<file path="src/rtl/sprite_pkg.sv">
// Shared types and constants for the sprite layer: colour struct, raster
// geometry and the on-screen extent helper.
package sprite_pkg;

    localparam int H_ACTIVE = 640;
    localparam int V_ACTIVE = 480;
    localparam int COORD_W  = 10;

    typedef struct packed {
        logic [3:0] r;
        logic [3:0] g;
        logic [3:0] b;
    } rgb4_t;

    // One extra bit over the pixel coordinate so edge + extent never wraps.
    function automatic logic [COORD_W:0] sprite_extent(input int size, input int shift);
        return (COORD_W + 1)'(size << shift);
    endfunction

endpackage

</file>
<file path="src/rtl/sprite_palette.sv">
// Fixed 16-entry palette mapping a sprite texel index to an RGB444 colour.
// Indices beyond the table decode to black.
module sprite_palette
    import sprite_pkg::*;
#(
    parameter int IDX_W = 4
) (
    input  logic [IDX_W-1:0] idx,
    output rgb4_t            color
);

    always_comb begin
        color = '{r: 4'h0, g: 4'h0, b: 4'h0};
        case (32'(idx))
            0:  color = '{r: 4'h0, g: 4'h0, b: 4'h0};
            1:  color = '{r: 4'hF, g: 4'hF, b: 4'hF};
            2:  color = '{r: 4'hF, g: 4'h0, b: 4'h0};
            3:  color = '{r: 4'h0, g: 4'hF, b: 4'h0};
            4:  color = '{r: 4'h0, g: 4'h0, b: 4'hF};
            5:  color = '{r: 4'hF, g: 4'hF, b: 4'h0};
            6:  color = '{r: 4'h0, g: 4'hF, b: 4'hF};
            7:  color = '{r: 4'hF, g: 4'h0, b: 4'hF};
            8:  color = '{r: 4'h8, g: 4'h8, b: 4'h8};
            9:  color = '{r: 4'hC, g: 4'h6, b: 4'h2};
            10: color = '{r: 4'h2, g: 4'h6, b: 4'hC};
            11: color = '{r: 4'h6, g: 4'hC, b: 4'h2};
            12: color = '{r: 4'hF, g: 4'h8, b: 4'h0};
            13: color = '{r: 4'h8, g: 4'h0, b: 4'hF};
            14: color = '{r: 4'h4, g: 4'h4, b: 4'h4};
            15: color = '{r: 4'hC, g: 4'hC, b: 4'hC};
            default: ;
        endcase
    end

endmodule

</file>
<file path="src/rtl/sprite_layer_renderer.sv">
// Composites one scaled, animated, palette-indexed sprite over the background
// stream, with frame-synchronous position updates and ROM-latency alignment.
module sprite_layer_renderer
    import sprite_pkg::*;
#(
    parameter int IMG_W       = 32,
    parameter int IMG_H       = 32,
    parameter int SCALE_SHIFT = 1,
    parameter int N_FRAMES    = 4,
    parameter int ANIM_DIV    = 8,
    parameter int IDX_W       = 4,
    parameter int TRANSP_IDX  = 0,
    parameter int ROM_LAT     = 1,
    parameter int V_ACTIVE    = sprite_pkg::V_ACTIVE
) (
    input  logic                                      vga_clk,
    input  logic                                      reset,
    input  logic [9:0]                                DrawX,
    input  logic [9:0]                                DrawY,
    input  logic                                      blank,
    input  logic [3:0]                                bg_red,
    input  logic [3:0]                                bg_green,
    input  logic [3:0]                                bg_blue,
    input  logic [9:0]                                pos_x,
    input  logic [9:0]                                pos_y,
    input  logic                                      pos_valid,
    output logic                                      pos_ready,
    input  logic                                      enable,
    output logic [$clog2(N_FRAMES*IMG_W*IMG_H)-1:0]   rom_address,
    input  logic [IDX_W-1:0]                          rom_q,
    output logic [3:0]                                red,
    output logic [3:0]                                green,
    output logic [3:0]                                blue
);

    localparam int ADDR_W = $clog2(N_FRAMES * IMG_W * IMG_H);
    localparam int LX_W   = $clog2(IMG_W);
    localparam int LY_W   = $clog2(IMG_H);
    localparam int FR_W   = (N_FRAMES > 1) ? $clog2(N_FRAMES) : 1;
    localparam int DIV_W  = (ANIM_DIV > 1) ? $clog2(ANIM_DIV) : 1;
    localparam logic [COORD_W:0] EXT_X = sprite_extent(IMG_W, SCALE_SHIFT);
    localparam logic [COORD_W:0] EXT_Y = sprite_extent(IMG_H, SCALE_SHIFT);

    logic               frame_tick;
    logic               pending_full;
    logic [COORD_W-1:0] pend_x, pend_y, act_x, act_y;
    logic [FR_W-1:0]    anim_frame;
    logic [DIV_W-1:0]   anim_div_cnt;

    assign frame_tick = (DrawX == '0) && (DrawY == COORD_W'(V_ACTIVE));
    assign pos_ready  = !pending_full;

    // Commit and capture are exclusive: commit needs a full slot, capture an empty one.
    always_ff @(posedge vga_clk) begin
        if (reset) begin
            pending_full <= 1'b0;
            pend_x       <= '0;
            pend_y       <= '0;
            act_x        <= '0;
            act_y        <= '0;
        end else if (frame_tick && pending_full) begin
            act_x        <= pend_x;
            act_y        <= pend_y;
            pending_full <= 1'b0;
        end else if (pos_valid && !pending_full) begin
            pend_x       <= pos_x;
            pend_y       <= pos_y;
            pending_full <= 1'b1;
        end
    end

    always_ff @(posedge vga_clk) begin
        if (reset) begin
            anim_div_cnt <= '0;
            anim_frame   <= '0;
        end else if (frame_tick) begin
            if (anim_div_cnt == DIV_W'(ANIM_DIV - 1)) begin
                anim_div_cnt <= '0;
                anim_frame   <= (anim_frame == FR_W'(N_FRAMES - 1)) ? '0 : anim_frame + 1'b1;
            end else begin
                anim_div_cnt <= anim_div_cnt + 1'b1;
            end
        end
    end

    logic [COORD_W:0] px, py, ax, ay, off_x, off_y;
    logic [LX_W-1:0]  lx;
    logic [LY_W-1:0]  ly;
    logic             hit;
    logic [ADDR_W-1:0] addr_next;

    assign px    = {1'b0, DrawX};
    assign py    = {1'b0, DrawY};
    assign ax    = {1'b0, act_x};
    assign ay    = {1'b0, act_y};
    assign hit   = enable && (px >= ax) && (px < ax + EXT_X) && (py >= ay) && (py < ay + EXT_Y);
    assign off_x = px - ax;
    assign off_y = py - ay;
    assign lx    = LX_W'(off_x >> SCALE_SHIFT);
    assign ly    = LY_W'(off_y >> SCALE_SHIFT);
    assign addr_next = (ADDR_W'(anim_frame) << (LX_W + LY_W)) | (ADDR_W'(ly) << LX_W) | ADDR_W'(lx);

    // Stage S0 onward: address issue plus a side-band delay line matching the ROM.
    rgb4_t            bg_in;
    rgb4_t            bg_p [ROM_LAT+1];
    logic [ROM_LAT:0] vld_p, hit_p, blank_p;

    assign bg_in = '{r: bg_red, g: bg_green, b: bg_blue};

    always_ff @(posedge vga_clk) begin
        if (reset) begin
            vld_p       <= '0;
            rom_address <= '0;
        end else begin
            vld_p <= {vld_p[ROM_LAT-1:0], 1'b1};
            if (hit)
                rom_address <= addr_next;
        end
    end

    always_ff @(posedge vga_clk) begin
        hit_p   <= {hit_p[ROM_LAT-1:0], hit};
        blank_p <= {blank_p[ROM_LAT-1:0], blank};
        bg_p[0] <= bg_in;
        for (int i = 1; i <= ROM_LAT; i++)
            bg_p[i] <= bg_p[i-1];
    end

    // Stage S_last: composite the aligned ROM texel over the delayed background.
    rgb4_t pal_rgb;
    rgb4_t rgb_out;

    sprite_palette #(.IDX_W(IDX_W)) u_palette (
        .idx   (rom_q),
        .color (pal_rgb)
    );

    always_ff @(posedge vga_clk) begin
        if (reset)
            rgb_out <= '{r: 4'h0, g: 4'h0, b: 4'h0};
        else if (!vld_p[ROM_LAT] || !blank_p[ROM_LAT])
            rgb_out <= '{r: 4'h0, g: 4'h0, b: 4'h0};
        else if (hit_p[ROM_LAT] && (rom_q != IDX_W'(TRANSP_IDX)))
            rgb_out <= pal_rgb;
        else
            rgb_out <= bg_p[ROM_LAT];
    end

    assign red   = rgb_out.r;
    assign green = rgb_out.g;
    assign blue  = rgb_out.b;

endmodule
</file>
<file path="config.mk">
export PLATFORM = sky130hd
export DESIGN_NAME = sprite_layer_renderer
export DESIGN_NICKNAME = d
export VERILOG_FILES = /design/src/rtl/sprite_pkg.sv /design/src/rtl/sprite_palette.sv /design/src/rtl/sprite_layer_renderer.sv
export SDC_FILE = /design/constraint.sdc
export NUM_CORES = 1
export LEC_CHECK = 0
export CORE_MARGIN = 3
export CORE_UTILIZATION = 45
export CTS_CLUSTER_SIZE = 20
export DETAILED_ROUTE_END_ITERATION = 7
export HOLD_SLACK_MARGIN = 0.02
export PLACE_DENSITY = 0.79
export SYNTH_ARGS = -nofsm -noshare
export SYNTH_HDL_FRONTEND = slang
export SYNTH_SLANG_ARGS = --single-unit
</file>
<file path="constraint.sdc">
create_clock -name vga_clk -period 7.4 [get_ports vga_clk]
set_clock_uncertainty 0.1 [all_clocks]
set_input_delay 1.85 -clock vga_clk [delete_from_list [all_inputs] [get_ports vga_clk]]
set_output_delay 1.85 -clock vga_clk [all_outputs]
set_load 0.01 [all_outputs]
</file>
==> results of run 1 <==
sequential cells by signal (all words and copies together), names as in the netlist:
register      count
act_y            10
anim_div_cnt      3
anim_frame        2
green             4
pend_x           10
pending_full      1
blank_p           2
rom_address      12
vld_p             2
blue              4
bg_p             24
pend_y           10
red               4
hit_p             2
act_x            10
cell type report:
| type | instances | share of cell area, % |
|---|---|---|
| clock buffer | 9 | 2.22 |
| tap | 129 | 2.89 |
| inverter | 35 | 2.35 |
| clock inverter | 7 | 1.66 |
| multi-input combinational | 354 | 39.7 |
| sequential | 100 | 35.9 |
| timing repair buffer | 86 | 15.3 |
cells in the mapped netlist (3+ instances only):
master,n
mux2i_1,6
nand3_1,12
a211oi_1,5
clkbuf_1,15
mux2_2,3
nand2b_1,3
nand4_1,7
nor2_1,25
nor4_1,4
a21boi_0,4
buf_1,4
inv_1,35
ha_1,38
nor3_1,3
a21oi_1,63
o21ai_0,16
nor2b_1,9
dfxtp_1,100
o21a_1,3
a31oi_1,7
xnor2_1,12
nand2_1,99
o31ai_1,5
worst max-delay path, stage by stage:
cell	delay, ns
clkdlybuf4s50_1	0.49
inv_1	0.06
ha_1	0.23
fa_1	0.40
nand2b_1	0.16
a21oi_1	0.21
o221ai_1	0.22
o21ai_1	0.55
nand3_2	0.26
inv_1	0.22
a211oi_1	0.09
metrics by stage:
stage | hold WS (ns) | utilization, % | worst slack [ns] | area [um2] | std cells
2_1_floorplan | 0.210 | - | 3.37 | 4420 | 509
3_3_place_gp | 0.210 | 57.0 | 2.58 | 5370 | 704
3_5_place_dp | 0.213 | 57.0 | 2.41 | 5370 | 704
4_1_cts | 0.237 | 59.3 | 2.81 | 5580 | 720
5_1_grt | 0.240 | 59.3 | 2.56 | 5580 | 720
6_report | 0.222 | 59.3 | 2.76 | 5580 | 720
power by group through the flow:
stage                     registers (mW)  logic [mW]  clock network, mW
after global placement             0.573       0.112                  0
final                              0.561       0.117              0.373
after floorplan                    0.573      0.0588                  0
after detailed placement           0.573       0.115                  0
after global routing               0.563       0.129              0.404
after CTS                          0.561       0.117              0.378
kinds of logic (layout without fill, tap and decap cells):
kind of cell             count (synthesis)  count (layout)  share of synthesized area [%]
AND/OR/NAND/NOR                        173             173                           17.5
AO/OA/AOI/OAI                          120             120                           16.4
flip-flops                             100             100                           45.3
buffers and inverters                   55             137                           4.70
adder cells (fa/ha/maj)                 40              40                           11.7
XOR/XNOR                                12              12                           2.38
multiplexers                             9               9                           2.12
path summary, 6_finish.rpt:
check        slack [ns]              to  cells after the start
max reg2reg        4.38  rom_address[1]                      9
max                2.76  rom_address[1]                     11
min reg2reg        0.22     bg_p[0][18]                      0
min                0.22     bg_p[0][18]                      0
routing by layer:
metal / part of all wire (%) / routed length, um / GRT usage, % / up-vias
met1: 45 / 4590 / 23.2 / 1749
met4: 2.5 / 255 / 7.40 / 0
li1: - / - / - / 1900
met5: 0 / 0 / 0 / -
met3: 6.8 / 696 / 4.94 / 26
met2: 46 / 4760 / 31.2 / 123
==> flow_metrics.env, run 1 <==
export IMPL_path_max_fanout=8
export IMPL_cap_viol_max_count=0
export IMPL_nets=687
export IMPL_grt_pass1_wl_mm=17.2
export IMPL_worst_pin_slew_ns=1.31
export IMPL_grt_overflow=0
export IMPL_synthFlopType="dfxtp_1"
export IMPL_maxSlewViolCount=0
export IMPL_drcViolationCount=0
export IMPL_slew_headroom_pct=12.7
export IMPL_grt_pass1_vias=3709
export IMPL_power_frac_comb_pct=11.1
export IMPL_synth_seq_cells=100
export IMPL_finalCritPeriodShare_pct=62.7
export IMPL_gp_congestion=0.908
export IMPL_hpwlAfterDp_mm=7.89
export IMPL_yosys_top_cells_area="dfxtp_1, ha_1, nand2_1"
export IMPL_drive_gt1_share_pct=4.74
export IMPL_areaGrowthSynthToFinish_pct=26.3
export IMPL_pwr_share_seq_pct=53.4
export IMPL_switching_power_mw=0.272
export IMPL_syn_area_per_cell_um2=8.69
export IMPL_routed_wl_mm=10.3
export IMPL_synth_distinct_cells=48
export IMPL_pwr_share_clk_pct=35.5
export IMPL_p_sw_share_pct=25.9
export IMPL_hp_start="bg_p[0][6]"
export IMPL_post_cts_buffers=0
export IMPL_powerDensity_nw_per_um2=188
export IMPL_vias=3798
export IMPL_antenna_found_initial=0
export IMPL_cts_made_buffers=9
export IMPL_synth_nets=610
export IMPL_seqCellArea_um2=2000
export IMPL_crit_path_start_kind="input port"
export IMPL_irDropWorstVdd_v=0.0000995
export IMPL_insertion_delay_ns=0.37
export IMPL_finalHoldViolCount=0
export IMPL_wire_per_inst_um=14.3
export IMPL_ctsHoldBuffers=0
export IMPL_cts_tree="built"
export IMPL_start_util_pct=47.0
export IMPL_yosysSeqAreaShare_pct=45.3
export IMPL_fmax_mhz=216
export IMPL_ys_warn_count=0
export IMPL_power_mw=1.05
export IMPL_clk_path_buf_depth=2
export IMPL_antennaDiodeCount=0
export IMPL_cts_root_buffer="clkbuf_8"
export IMPL_io_buffer_count=85
export IMPL_worstPathRequired_ns=7.51
export IMPL_core_um2=9420
export IMPL_crit_type="in -> reg"
export IMPL_status="finished, final reports clean"
export IMPL_rsz0062_at_grt="false"
export IMPL_fillers=817
export IMPL_multiInputGateArea_um2=2220
export IMPL_viasPerCell=5.28
export IMPL_end_kind="flop"
export IMPL_hp_class="reg -> reg"
export IMPL_yosys_area_top_type_share_pct=45.3
export IMPL_cts_resized=0
export IMPL_rows=35
export IMPL_first_iter_violations=137
export IMPL_regToRegStartpoint="act_y[6]"
export IMPL_synth_area_leader_cell="dfxtp_1"
export IMPL_io_pins=86
export IMPL_die_w_um=105
export IMPL_grt_use_total_pct=18.8
export IMPL_leakage_nw=2.11
export IMPL_syn_area_um2=4420
export IMPL_netlist_instances=509
export IMPL_synth_edff_count=0
export IMPL_die_area_um2=11100
export IMPL_cp_data_arrival_time_ns=4.75
export IMPL_critPathLaunch="DrawY[0]"
export IMPL_fin_tns_setup_ns=0
export IMPL_dr_pass1_iters=4
export IMPL_path_clk_slew_ns=0.11
export IMPL_clock_sinks=100
export IMPL_grt_max_degree=62
export IMPL_htreeDepth=3
export IMPL_synthArstFlopShare_pct=0
export IMPL_die_y_um=105
export IMPL_layout_common_cells="dfxtp_1, nand2_1, clkdlybuf4s50_1"
export IMPL_period_needed_ns=4.64
export IMPL_power_internal_mw=0.779
export IMPL_setup_viol=0
export IMPL_final_common_cell="dfxtp_1"
export IMPL_ant_nets=0
(Power assumes the default switching activity.)
==> inputs of run 2 (changes only) <==
clock period = 4.5 ns   (was 7.4 ns; I/O delays follow)
==> flow_metrics.env, run 2 (synthesis gave the netlist of run 1 again) <==
export IMPL_hpwlAfterDp_mm=7.87
export IMPL_die_area_um2=11100
export IMPL_die_y_um=105
export IMPL_crit_type="in -> reg"
export IMPL_status="finished, final reports clean"
export IMPL_vias=3715
export IMPL_powerDensity_nw_per_um2=296
export IMPL_ant_nets=0
export IMPL_crit_path_start_kind="input port"
export IMPL_worstPathRequired_ns=4.66
export IMPL_fin_tns_setup_ns=0
export IMPL_post_cts_buffers=0
export IMPL_irDropWorstVdd_v=0.000170
export IMPL_grt_pass1_vias=3566
export IMPL_grt_pass1_wl_mm=16.4
export IMPL_areaGrowthSynthToFinish_pct=26.3
export IMPL_maxSlewViolCount=0
export IMPL_final_common_cell="dfxtp_1"
export IMPL_slew_headroom_pct=47.1
export IMPL_grt_overflow=0
export IMPL_period_needed_ns=3.62
export IMPL_slowest_stage="a2111oi_0"
export IMPL_antennaDiodeCount=0
export IMPL_core_um2=9420
export IMPL_leakage_nw=2.12
export IMPL_cts_root_buffer="clkbuf_8"
export IMPL_rsz0062_at_grt="false"
export IMPL_viasPerCell=5.12
export IMPL_dp_cells=709
export IMPL_max_stage_delay_ns=0.61
export IMPL_htreeDepth=3
export IMPL_first_iter_violations=182
export IMPL_gp_congestion=0.893
export IMPL_ctsHoldBuffers=0
export IMPL_reg2reg_depth=8
export IMPL_finalCritPeriodShare_pct=80.4
export IMPL_drcViolationCount=0
export IMPL_setup_viol=0
export IMPL_drive_gt1_share_pct=5.54
export IMPL_routed_wl_mm=10.1
export IMPL_grt_use_total_pct=18.2
export IMPL_fmax_mhz=276
export IMPL_instances_no_fill=725
export IMPL_die_w_um=105
export IMPL_finalHoldViolCount=0
export IMPL_antenna_found_initial=0
export IMPL_clock_sinks=100
export IMPL_path_max_fanout=8
export IMPL_cp_data_arrival_time_ns=3.77
export IMPL_nets=692
export IMPL_wire_per_inst_um=13.9
export IMPL_cts_resized=0
export IMPL_grt_max_degree=62
export IMPL_whs_path_depth=0
export IMPL_postLayoutCoreUtil_pct=59.3
export IMPL_worstPathCellList="clkdlybuf4s50_1 > inv_1 > ha_1 > inv_1 > fa_1 > nand3_1 > nand3_1 > a2111oi_0 > nor4_2 > nand3_2 > mux2_2"
export IMPL_cap_viol_max_count=0
export IMPL_insertion_delay_ns=0.36
export IMPL_worst_pin_slew_ns=0.773
export IMPL_stdcell_area_um2=5580
export IMPL_layout_common_cells="dfxtp_1, nand2_1, clkdlybuf4s50_1"
export IMPL_regMostFlops="bg_p"
export IMPL_path_clk_slew_ns=0.10
export IMPL_io_buffer_count=85
export IMPL_io_pins=86
export IMPL_largest_reg_flops=24
export IMPL_cts_made_buffers=9
export IMPL_placed_area_um2=5400
export IMPL_dr_pass1_iters=4
export IMPL_reg_top3="bg_p x24, rom_address x12"
export IMPL_rows=35
export IMPL_cts_tree="built"
export IMPL_clk_path_buf_depth=2
export IMPL_start_util_pct=47.0
export IMPL_end_kind="flop"
export IMPL_hp_class="reg -> reg"
-- run 2: power by group --
group	internal [mW]	switching (mW)	total [mW]
Sequential	0.912	0.0102	0.922
Clock	0.209	0.327	0.536
Combinational	0.0980	0.0953	0.193
-- run 2: worst paths after layout --
path	startpoint	to	slack [ns]
worst max-delay path	DrawX[0]	rom_address[8]	0.88
worst max register to register	act_y[6]	rom_address[8]	1.63
worst min-delay path	bg_p[0][7]	bg_p[0][19]	0.23
worst min register to register	bg_p[0][7]	bg_p[0][19]	0.23
-- run 2: worst max-delay path, delay by kind of cell --
kind	cells	cell delay [ns]
compound gates	1	0.61
fa+ha+maj	2	0.56
buf+inv	3	0.53
mux	1	0.35
simple gates	4	0.60
-- run 2: per-layer routing --
| metal | up-vias | GRT usage (%) | part of all wire (%) |
|---|---|---|---|
| met5 | - | 0 | 0 |
| met4 | 0 | 5.06 | 1.2 |
| li1 | 1910 | - | - |
| met2 | 103 | 30.5 | 47 |
| met1 | 1690 | 23.0 | 46 |
| met3 | 12 | 4.82 | 6.0 |
-- run 2: cell type report --
class                           instances  area, um2
Clock buffer                            9        124
Sequential cell                       100       2000
Multi-Input combinational cell        354       2220
Timing Repair Buffer                   91        891
Fill cell                             822       3830
Clock inverter                          7       55.1
Tap cell                              129        161
Inverter                               35        131
-- run 2: metrics by stage --
stage	setup WS (ns)	hold slack [ns]	power [mW]
after global routing	0.704	0.238	1.73
after CTS	0.877	0.230	1.67
final	0.881	0.230	1.65
after detailed placement	0.485	0.212	1.14
after global placement	0.563	0.210	1.13
after floorplan	1.19	0.210	1.04
